[src/rtl/tdm_pkg.sv]
// Shared types and defaults for the TDM slot timer.
//   TDM_TIME_W / TDM_SLOT_W : default widths of the slot index and slot-select fields
//   slot_cfg_t              : one TX/RX slot configuration (active or pending)
//   tdm_state_t             : frame timer state
//   slot_hit()              : true when an enabled slot select matches the current slot
package tdm_pkg;

  localparam int TDM_TIME_W = 7;
  localparam int TDM_SLOT_W = 8;

  typedef struct packed {
    logic [TDM_SLOT_W-1:0] tx_slot;
    logic [TDM_SLOT_W-1:0] rx_slot;
    logic                  tx_en;
    logic                  rx_en;
  } slot_cfg_t;

  typedef enum logic {
    TDM_IDLE = 1'b0,
    TDM_RUN  = 1'b1
  } tdm_state_t;

  // The slot index is zero-extended by the caller, so a select value beyond
  // the last slot of the frame simply never matches.
  function automatic logic slot_hit(input logic                  en,
                                    input logic [TDM_SLOT_W-1:0] slot,
                                    input logic [TDM_SLOT_W-1:0] slot_time);
    return en && (slot == slot_time);
  endfunction

endpackage

[src/rtl/tdm_slot_prescaler.sv]
// Divide-by-CYCLES_PER_SLOT counter that paces the slot index.
//   SYS_CLK : clock
//   RST     : asynchronous active-high reset
//   CLEAR   : synchronous clear, holds the count at 0
//   TC      : high while the count sits on its terminal value (CYCLES_PER_SLOT-1)
module tdm_slot_prescaler #(
  parameter int CYCLES_PER_SLOT = 16
) (
  input  logic SYS_CLK,
  input  logic RST,
  input  logic CLEAR,
  output logic TC
);

  localparam int CNT_W = $clog2(CYCLES_PER_SLOT);
  localparam logic [CNT_W-1:0] LAST = CNT_W'(CYCLES_PER_SLOT - 1);

  logic [CNT_W-1:0] count_q;

  assign TC = (count_q == LAST);

  always_ff @(posedge SYS_CLK or posedge RST) begin
    if (RST) begin
      count_q <= '0;
    end else if (CLEAR || TC) begin
      count_q <= '0;
    end else begin
      count_q <= count_q + 1'b1;
    end
  end

endmodule

[src/rtl/tdm_slot_timer.sv]
// Master TDM frame timer.
// Produces the slot index TIME, the active TX/RX slot configuration for the
// gated-clock generator, slot/frame start pulses and registered per-slot clock
// enables. New slot configurations arrive over a valid/ready port and are only
// applied on frame boundaries (or straight away while idle).
//   SYS_CLK, RST                 : clock, asynchronous active-high reset
//   ENABLE                       : 1 runs the frame timer, 0 holds it idle
//   CFG_VALID/CFG_READY          : configuration handshake
//   CFG_TX_SLOT/CFG_RX_SLOT      : requested slot selects
//   CFG_TXSLOT_EN/CFG_RXSLOT_EN  : requested slot enables
//   TIME                         : current slot index
//   TX_SLOT/RX_SLOT/TXSLOT_EN/RXSLOT_EN : active configuration
//   SLOT_START/FRAME_START       : first cycle of every slot / of slot 0
//   TX_CE/RX_CE                  : high for every cycle of the active TX/RX slot
// SLOT_W must match tdm_pkg::TDM_SLOT_W, which sizes the configuration struct.
module tdm_slot_timer
  import tdm_pkg::*;
#(
  parameter int TIME_W          = TDM_TIME_W,
  parameter int SLOT_W          = TDM_SLOT_W,
  parameter int NUM_SLOTS       = 128,
  parameter int CYCLES_PER_SLOT = 16
) (
  input  logic              SYS_CLK,
  input  logic              RST,
  input  logic              ENABLE,
  input  logic              CFG_VALID,
  output logic              CFG_READY,
  input  logic [SLOT_W-1:0] CFG_TX_SLOT,
  input  logic [SLOT_W-1:0] CFG_RX_SLOT,
  input  logic              CFG_TXSLOT_EN,
  input  logic              CFG_RXSLOT_EN,
  output logic [TIME_W-1:0] TIME,
  output logic [SLOT_W-1:0] TX_SLOT,
  output logic [SLOT_W-1:0] RX_SLOT,
  output logic              TXSLOT_EN,
  output logic              RXSLOT_EN,
  output logic              SLOT_START,
  output logic              FRAME_START,
  output logic              TX_CE,
  output logic              RX_CE
);

  localparam logic [TIME_W-1:0] LAST_SLOT = TIME_W'(NUM_SLOTS - 1);

  tdm_state_t        state_q, state_d;
  logic [TIME_W-1:0] time_q, time_d;
  slot_cfg_t         active_q, active_d;
  slot_cfg_t         pend_q, pend_d;
  logic              pend_v_q, pend_v_d;
  logic              slot_start_q, slot_start_d;
  logic              frame_start_q, frame_start_d;
  logic              tx_ce_q, tx_ce_d;
  logic              rx_ce_q, rx_ce_d;

  logic              running;
  logic              presc_clear;
  logic              presc_tc;
  logic              boundary;
  logic              xfer;
  slot_cfg_t         cfg_in;

  // The prescaler only advances while the timer runs and stays enabled, so it
  // reads 0 on the first RUN cycle after IDLE.
  assign running     = (state_q == TDM_RUN);
  assign presc_clear = !(running && ENABLE);

  tdm_slot_prescaler #(
    .CYCLES_PER_SLOT(CYCLES_PER_SLOT)
  ) u_prescaler (
    .SYS_CLK(SYS_CLK),
    .RST    (RST),
    .CLEAR  (presc_clear),
    .TC     (presc_tc)
  );

  assign xfer   = CFG_VALID && !pend_v_q;
  assign cfg_in = '{tx_slot: CFG_TX_SLOT, rx_slot: CFG_RX_SLOT,
                    tx_en: CFG_TXSLOT_EN, rx_en: CFG_RXSLOT_EN};

  // Everything below computes the values the registers take at the next edge,
  // so pulses and clock enables come out registered and aligned with TIME.
  always_comb begin
    // NOTE: every signal driven here gets a default first, so no path can
    // leave one unassigned and infer a latch.
    state_d       = state_q;
    time_d        = '0;
    active_d      = active_q;
    pend_d        = pend_q;
    pend_v_d      = pend_v_q;
    slot_start_d  = 1'b0;
    frame_start_d = 1'b0;
    boundary      = 1'b0;

    case (state_q)
      TDM_IDLE: if (ENABLE)  state_d = TDM_RUN;
      TDM_RUN:  if (!ENABLE) state_d = TDM_IDLE;
      default:               state_d = TDM_IDLE;
    endcase

    if (running && ENABLE) begin
      if (presc_tc) time_d = (time_q == LAST_SLOT) ? '0 : time_q + 1'b1;
      else          time_d = time_q;
    end

    // Next cycle is a slot start either on RUN entry or after terminal count.
    slot_start_d  = (state_d == TDM_RUN) && (!running || presc_tc);
    frame_start_d = slot_start_d && (time_d == '0);

    // A configuration may only become active where no slot is in progress:
    // the first cycle of a frame, or any IDLE cycle.
    boundary = (state_d == TDM_IDLE) || frame_start_d;

    if (xfer && boundary) begin
      active_d = cfg_in;
    end else if (xfer) begin
      pend_d   = cfg_in;
      pend_v_d = 1'b1;
    end else if (pend_v_q && boundary) begin
      active_d = pend_q;
      pend_v_d = 1'b0;
    end

    tx_ce_d = (state_d == TDM_RUN) &&
              slot_hit(active_d.tx_en, active_d.tx_slot, TDM_SLOT_W'(time_d));
    rx_ce_d = (state_d == TDM_RUN) &&
              slot_hit(active_d.rx_en, active_d.rx_slot, TDM_SLOT_W'(time_d));
  end

  always_ff @(posedge SYS_CLK or posedge RST) begin
    if (RST) begin
      // NOTE: the pending shadow is cleared along with the active config so a
      // half-finished handshake cannot surface after reset.
      state_q       <= TDM_IDLE;
      time_q        <= '0;
      active_q      <= '0;
      pend_q        <= '0;
      pend_v_q      <= 1'b0;
      slot_start_q  <= 1'b0;
      frame_start_q <= 1'b0;
      tx_ce_q       <= 1'b0;
      rx_ce_q       <= 1'b0;
    end else begin
      // NOTE: non-blocking assignments make every register update from the
      // values of the previous cycle, independent of statement order.
      state_q       <= state_d;
      time_q        <= time_d;
      active_q      <= active_d;
      pend_q        <= pend_d;
      pend_v_q      <= pend_v_d;
      slot_start_q  <= slot_start_d;
      frame_start_q <= frame_start_d;
      tx_ce_q       <= tx_ce_d;
      rx_ce_q       <= rx_ce_d;
    end
  end

  assign CFG_READY   = !pend_v_q;
  assign TIME        = time_q;
  assign TX_SLOT     = active_q.tx_slot;
  assign RX_SLOT     = active_q.rx_slot;
  assign TXSLOT_EN   = active_q.tx_en;
  assign RXSLOT_EN   = active_q.rx_en;
  assign SLOT_START  = slot_start_q;
  assign FRAME_START = frame_start_q;
  assign TX_CE       = tx_ce_q;
  assign RX_CE       = rx_ce_q;

endmodule

[config.mk]
export PLATFORM = sky130hd
export DESIGN_NAME = tdm_slot_timer
export DESIGN_NICKNAME = d
export VERILOG_FILES = /design/src/rtl/tdm_pkg.sv /design/src/rtl/tdm_slot_prescaler.sv /design/src/rtl/tdm_slot_timer.sv
export SDC_FILE = /design/constraint.sdc
export NUM_CORES = 1
export LEC_CHECK = 0
export ABC_AREA = 0
export ABC_CLOCK_PERIOD_IN_PS = 4100
export CAP_MARGIN = 25
export CORE_MARGIN = 5
export CORE_UTILIZATION = 52
export DETAILED_ROUTE_END_ITERATION = 8
export GPL_TIMING_DRIVEN = 0
export PLACE_DENSITY = 0.8
export SYNTH_ARGS = -nofsm -noshare
export SYNTH_HDL_FRONTEND = slang
export SYNTH_SLANG_ARGS = --single-unit
[constraint.sdc]
create_clock -name SYS_CLK -period 4.1 [get_ports SYS_CLK]
set_clock_uncertainty 0.1 [all_clocks]
set_input_delay 0.82 -clock SYS_CLK [delete_from_list [all_inputs] [get_ports SYS_CLK]]
set_output_delay 0.82 -clock SYS_CLK [all_outputs]
set_load 0.01 [all_outputs]
=== Word-level counts from Yosys, hierarchy flattened ===
Index checks and enable logic that the tools add are counted.

* Bits in writable memories: 0
* Memory bits (read-only): 0
* Bits in latches: 0
* Flip-flop bits (word level): 53
* Memories: 0
* Output and inout bits: 30
* Bits of input ports: 22
* Logic and storage cells: 54

* Div/mod/pow operators: 0
* Bitwise operators: 2
* Reductions and logical operators: 20
* Add/sub/neg operators: 2
* Eq/ne operators: 4
* Shift operators: 0
* Multiply operators: 0
* Muxes and demuxes: 10
* Order comparisons: 0

{| class="wikitable"
|+ Operators with widths
! cell !! count
|-
| $mux W18 || 3
|-
| $mux W7 || 3
|-
| $eq A8 B7 Y1 || 2
|-
| $logic_and A1 B1 Y1 || 10
|-
| $add A7 B1 Y7 const B || 1
|-
| $eq A7 B7 Y1 const B || 1
|-
| $logic_not A7 Y1 || 1
|-
| $add A4 B1 Y4 const B || 1
|-
| $eq A4 B4 Y1 const B || 1
|-
| $mux W4 || 1
|-
| $reduce_and A2 Y1 || 2
|-
| $logic_not A1 Y1 || 3
|-
| $logic_or A1 B1 Y1 || 3
|-
| $mux W1 || 3
|-
| $not A1 Y1 || 2
|-
| $reduce_bool A2 Y1 || 1
|}

=== Longest topological paths before layout ===
* Depth after elaboration: 14
* Gate-level depth with buffers: 13
* Gate-level depth less buffers: 10

=== By module ===
From an unflattened synthesis, not the netlist that was laid out.

* Cells, all modules: 257
* Area, all modules: 2772.7 µm²

{| class="wikitable"
|+ Modules (own cells, without submodules)
! module !! sequential area each (µm²) !! cells each !! instances !! area an instance (µm²)
|-
| tdm_slot_timer || 1226.2 || 243 || 1 || 2597.5
|-
| tdm_slot_prescaler || 100.1 || 14 || 1 || 175.2
|}

=== Least setup slack after synthesis ===
No wires, ideal clock.

* Path kind: flip-flop to flip-flop
* Start: reg time_q[0], in the netlist TIME[0]
* End: reg pend_q[0] in the netlist's numbering
* Required time: 3.875 ns
* Path buffers: 2
* Clock period less this slack: 2.996 ns
* Arrival time: 2.771 ns
* Slack: 1.104 ns
* Cell stages (with the launch flop): 11
* Setup time: 0.125 ns
* Path through: dfrtp_1 -> ha_1 -> nand3_1 -> or3_1 -> a21oi_2 -> a31oi_2 -> and2_4 -> buf_6 -> nor2_1 -> buf_2 -> mux2_2

* Word-level cells in the longest chain between the ends: 10
* Elaborated cells on any way between the ends: 11
* Those cells by class: add/sub: 1; eq/ne: 1; mux: 3; bitwise: 1; reduce/logical: 5

{| class="wikitable"
|+ RTL lines
! what !! RTL line !! source
|-
| start: declaration || tdm_slot_timer.sv:47 || <nowiki>logic [TIME_W-1:0] time_q, time_d;</nowiki>
|-
| start signal: assignment || tdm_slot_timer.sv:147 || <nowiki>time_q <= time_d;</nowiki>
|-
| $add A7 B1 Y7 or $eq A7 B7 Y1 (tied branches) || tdm_slot_timer.sv:102 || <nowiki>if (presc_tc) time_d = (time_q == LAST_SLOT) ? '0 : time_q + 1'b1;</nowiki>
|-
| $mux W7 * (2 in series) || tdm_slot_timer.sv:102 ||
|-
| $mux W7 * || tdm_slot_timer.sv:101 || <nowiki>if (running && ENABLE) begin</nowiki>
|-
| net time_d[4] || tdm_slot_timer.sv:47 ||
|-
| $logic_not A7 Y1 * || tdm_slot_timer.sv:108 || <nowiki>frame_start_d = slot_start_d && (time_d == '0);</nowiki>
|-
| $logic_and A1 B1 Y1 * || tdm_slot_timer.sv:108 ||
|-
| $logic_or A1 B1 Y1 * || tdm_slot_timer.sv:112 || <nowiki>boundary = (state_d == TDM_IDLE) || frame_start_d;</nowiki>
|-
| $logic_and A1 B1 Y1 * || tdm_slot_timer.sv:114 || <nowiki>if (xfer && boundary) begin</nowiki>
|-
| $not A1 Y1 (no source line) * || -- ||
|-
| $reduce_and A2 Y1 (no source line) * || -- ||
|-
| end signal: assignment || tdm_slot_timer.sv:149 || <nowiki>pend_q <= pend_d;</nowiki>
|-
| end: declaration || tdm_slot_timer.sv:49 || <nowiki>slot_cfg_t pend_q, pend_d;</nowiki>
|}

The timed path passes the listed nets; every way through them passes the cells marked *.
A chain may end at the register's enable or synchronous reset.

=== Final worst setup path ===
* Start: in ENABLE
* End: reg tx_ce_q, in the netlist TX_CE

* Word-level cells in the longest chain between the ends: 12
* Elaborated cells on any way between the ends: 16
* Those cells by class: eq/ne: 1; mux: 5; bitwise: 1; reduce/logical: 9

{| class="wikitable"
|+ RTL lines
! what !! RTL line !! source
|-
| start: declaration || tdm_slot_timer.sv:26 || <nowiki>input logic ENABLE,</nowiki>
|-
| $logic_and A1 B1 Y1 * || tdm_slot_timer.sv:101 ||
|-
| $mux W7 * || tdm_slot_timer.sv:101 ||
|-
| net time_d[4] || tdm_slot_timer.sv:47 ||
|-
| $logic_not A7 Y1 || tdm_slot_timer.sv:108 ||
|-
| $logic_and A1 B1 Y1 || tdm_slot_timer.sv:108 ||
|-
| $logic_or A1 B1 Y1 || tdm_slot_timer.sv:112 ||
|-
| $logic_and A1 B1 Y1 || tdm_slot_timer.sv:119 || <nowiki>end else if (pend_v_q && boundary) begin</nowiki>
|-
| $mux W18 || tdm_slot_timer.sv:119 ||
|-
| $mux W18 || tdm_slot_timer.sv:116 || <nowiki>end else if (xfer) begin</nowiki>
|-
| $mux W18 || tdm_slot_timer.sv:114 ||
|-
| $eq A8 B7 Y1 || tdm_pkg.sv:28 || <nowiki>return en && (slot == slot_time);</nowiki>
|-
| $logic_and A1 B1 Y1 * || tdm_pkg.sv:28 ||
|-
| $logic_and A1 B1 Y1 * || tdm_slot_timer.sv:124 || <nowiki>tx_ce_d = (state_d == TDM_RUN) &&</nowiki>
|-
| net tx_ce_d || tdm_slot_timer.sv:53 || <nowiki>logic tx_ce_q, tx_ce_d;</nowiki>
|-
| end signal: assignment || tdm_slot_timer.sv:153 || <nowiki>tx_ce_q <= tx_ce_d;</nowiki>
|-
| end: declaration || tdm_slot_timer.sv:53 ||
|}

Marks and branches as above.

==> results_dict.tcl <==
set metrics [dict create \
    relSlewSlack_pct 58.3 \
    cp_cell_sequence "clkdlybuf4s50_1 > nand2_1 > a21oi_2 > a31oi_2 > buf_2 > nand2_1 > nor3_1 > nor4_1 > or4_1 > nor4_2" \
    nNetsFinal 336 \
    slew_violations 0 \
    drcViolationCount 0 \
    fp-row-count 26 \
    start_util_pct 53.0 \
    setup.worst_path.class "in -> reg" \
    startpoint_type "primary input" \
    postRouteAntennaNets 0 \
    die_h_um 81.7 \
    end_kind "register" \
    cts_tree "built" \
    placed_cells 375 \
    max_cap_violations 0 \
    async_flop_share_pct 100 \
    postSynthCellCount 254 \
    routabilityCongestion 0.902 \
    arrival_ns 3.80 \
    grt_max_degree 45 \
    grt_use_met2_pct 33.1 \
    use_met1_pct 28.9 \
    synthTopCellsByCount "53 x dfrtp_1, 18 x mux2_2, 18 x nand3_1, 16 x inv_1, 16 x nand2_1" \
    cpMostUsedCell "nand2_1" \
    synthDistinctLibCells 46 \
    critPathMaxStageDelay_ns 0.55 \
    ys_ff_latch 53 \
    synth_adder_area_share_pct 0.936 \
    drive_gt1_share_pct 13.4 \
    clk_pin_slew_ns 0.09 \
    grt.busiest_layer "met2" \
    use_met3_pct 5.04 \
    wirelength_mm 6.55 \
    clk_latency_ns 0.31 \
    placed_area_um2 3280 \
    synth_compound_area_share_pct 11.9 \
    period_needed_ns 3.68 \
    final_area_um2 3420 \
    hold_ws_ns 0.376 \
    worstPathRequired_ns 4.21 \
    fin_tns_setup_ns 0 \
    syn-num-nets 278 \
    die_width_um 81.7 \
    post_drt_wl_per_cell_um 17.1 \
    p_leak_nw 1.38 \
    vias 2222 \
    die_area_um2 6670 \
    synthSimpleGateAreaFrac_pct 18.4 \
    htreeDepth 2 \
    synthFlopType "dfrtp_1" \
    final_cells 383 \
    yosys.area.top_type "dfrtp_1" \
    drt_pre_antenna_iters 5 \
    boundaryPins 52 \
    cellPowerDensity_nw_per_um2 390 \
    synth.top_cell.area_share_pct 49.6 \
    crit_path_top_delay_cell "clkdlybuf4s50_1" \
    overflow 0 \
    drtIter0Drc 205 \
    yosysMostFrequentCell "dfrtp_1" \
    numCtsBuffers 5 \
    grt_util_all_layers_pct 21.3 \
    grt_pass1_wl_mm 10.6 \
    antennaDiodeCount 0 \
    synthMuxAreaShare_pct 7.58 \
    grt_pass1_vias 2187 \
    fin_util_pct 67.8 \
    synth_top_family_by_area "simple AND/OR/NAND/NOR gates" \
    yosys_warnings 0 \
    synth-edff-count 0 \
    status "completed" \
    avgSynthCellArea_um2 10.5 \
    setup_viol 0 \
    rsz0062_at_grt "no" \
    fin_crit_sh_pct 89.9 \
    hold_viol_final 0 \
    syn_to_final_growth_pct 27.9 \
    clock_sinks 53 \
    synth_area_leaders "dfrtp_1 50%, mux2_2 7.6%, xnor2_1 4.6%" \
    synthXorXnorAreaFrac_pct 6.88 \
    hpwl_mm 4.74 \
    viasPerCell 5.80 \
    worst_slew_pin_slew_ns 0.623 \
    seq_area_frac_synth_pct 49.6 \
    fmax_mhz 271 \
    antenna_found_initial 0 \
    syn_area_um2 2670 \
    post_cts_buffers 0 \
    post_cts_resized 0 \
    port_buffers 50 \
    peakVddDrop_mv 0.226 \
    coreArea_um2 5040 \
    min_path_type "reg -> reg" \
    cts_root_buf "clkbuf_8" \
    cp_max_fo 10 \
    ctsHoldBuffers 0 \
    cts_buffer_depth 2 \
]
## sequential cells by signal (all words and copies together), names as in the netlist
name	cells
RX_CE	1
pend_q	18
pend_v_q	1
SLOT_START	1
FRAME_START	1
TXSLOT_EN	1
TX_CE	1
RX_SLOT	8
TIME	7
RXSLOT_EN	1
u_prescaler.count_q	4
running	1
TX_SLOT	8
## path summary, 6_finish.rpt
kind                                                        from  depth (start not counted)                               end  slack [ns]
worst min-delay path            u_prescaler.count_q[0]$_DFF_PP0_                          1  u_prescaler.count_q[0]$_DFF_PP0_        0.38
min in group asynchronous                                    RST                          2             pend_q[6]$_DFFE_PP0P_        0.62
worst min register to register  u_prescaler.count_q[0]$_DFF_PP0_                          1  u_prescaler.count_q[0]$_DFF_PP0_        0.38
worst max register to register  u_prescaler.count_q[0]$_DFF_PP0_                         10                   TX_CE$_DFF_PP0_        0.70
worst max-delay path                                      ENABLE                         10                   TX_CE$_DFF_PP0_        0.42
max in group asynchronous                                    RST                          3             pend_q[1]$_DFFE_PP0P_        2.78
## logic make-up (layout without fill, tap and decap cells)
family,after synthesis,after routing
xor+xnor,21,21
fa+ha+maj,2,2
compound gates,39,39
buf+inv,30,89
flops,53,53
simple gates,91,91
mux,18,18
## critical path: cells and delay by family
kind,cells,cell delay (ns)
buffers and inverters,2,0.82
and+or+nand+nor,6,1.75
AOI/OAI and AO/OA,2,0.40
## metrics by stage
stage               power [mW]  setup slack (ns)
floorplan                0.796              1.10
global placement         0.916            -0.112
detailed placement       0.928            -0.127
CTS                       1.34             0.196
global route              1.40             0.265
finish                    1.33             0.415
## power breakdown
part	total, mW	leakage, nW	internal (mW)	switching (mW)
Combinational	0.279	0.645	0.151	0.128
Sequential	0.640	0.662	0.592	0.0477
Clock	0.415	0.0681	0.243	0.173
## final cells by class
| class | instances | area, um^2 |
|---|---|---|
| Fill cell | 402 | 1630 |
| Sequential cell | 53 | 1330 |
| Multi-Input combinational cell | 171 | 1220 |
| Timing Repair Buffer | 51 | 520 |
| Tap cell | 70 | 87.6 |
| Clock buffer | 5 | 68.8 |
| Clock inverter | 3 | 65.1 |
| Buffer | 14 | 63.8 |
| Inverter | 16 | 60.1 |
## cell usage in the layout (no fill, tap or decap), types with 5 or more instances in the layout
cell type and count:
nor3_1 6, dfrtp_1 53, and2_1 7, clkdlybuf4s50_1 50
xnor2_1 14, xor2_1 7, nor2_1 13, inv_1 15
nand4_1 10, mux2_2 18, clkbuf_8 5, a32oi_1 13
o211ai_1 9, nand2_1 16, nand3_1 18, clkbuf_1 9
## per-layer routing
layer  up-vias  wire, um
met2        91      3120
met4         0       106
met1      1082      2830
met3        11       502
met5         -         0
li1       1038         -
(Power assumes the default switching activity.)
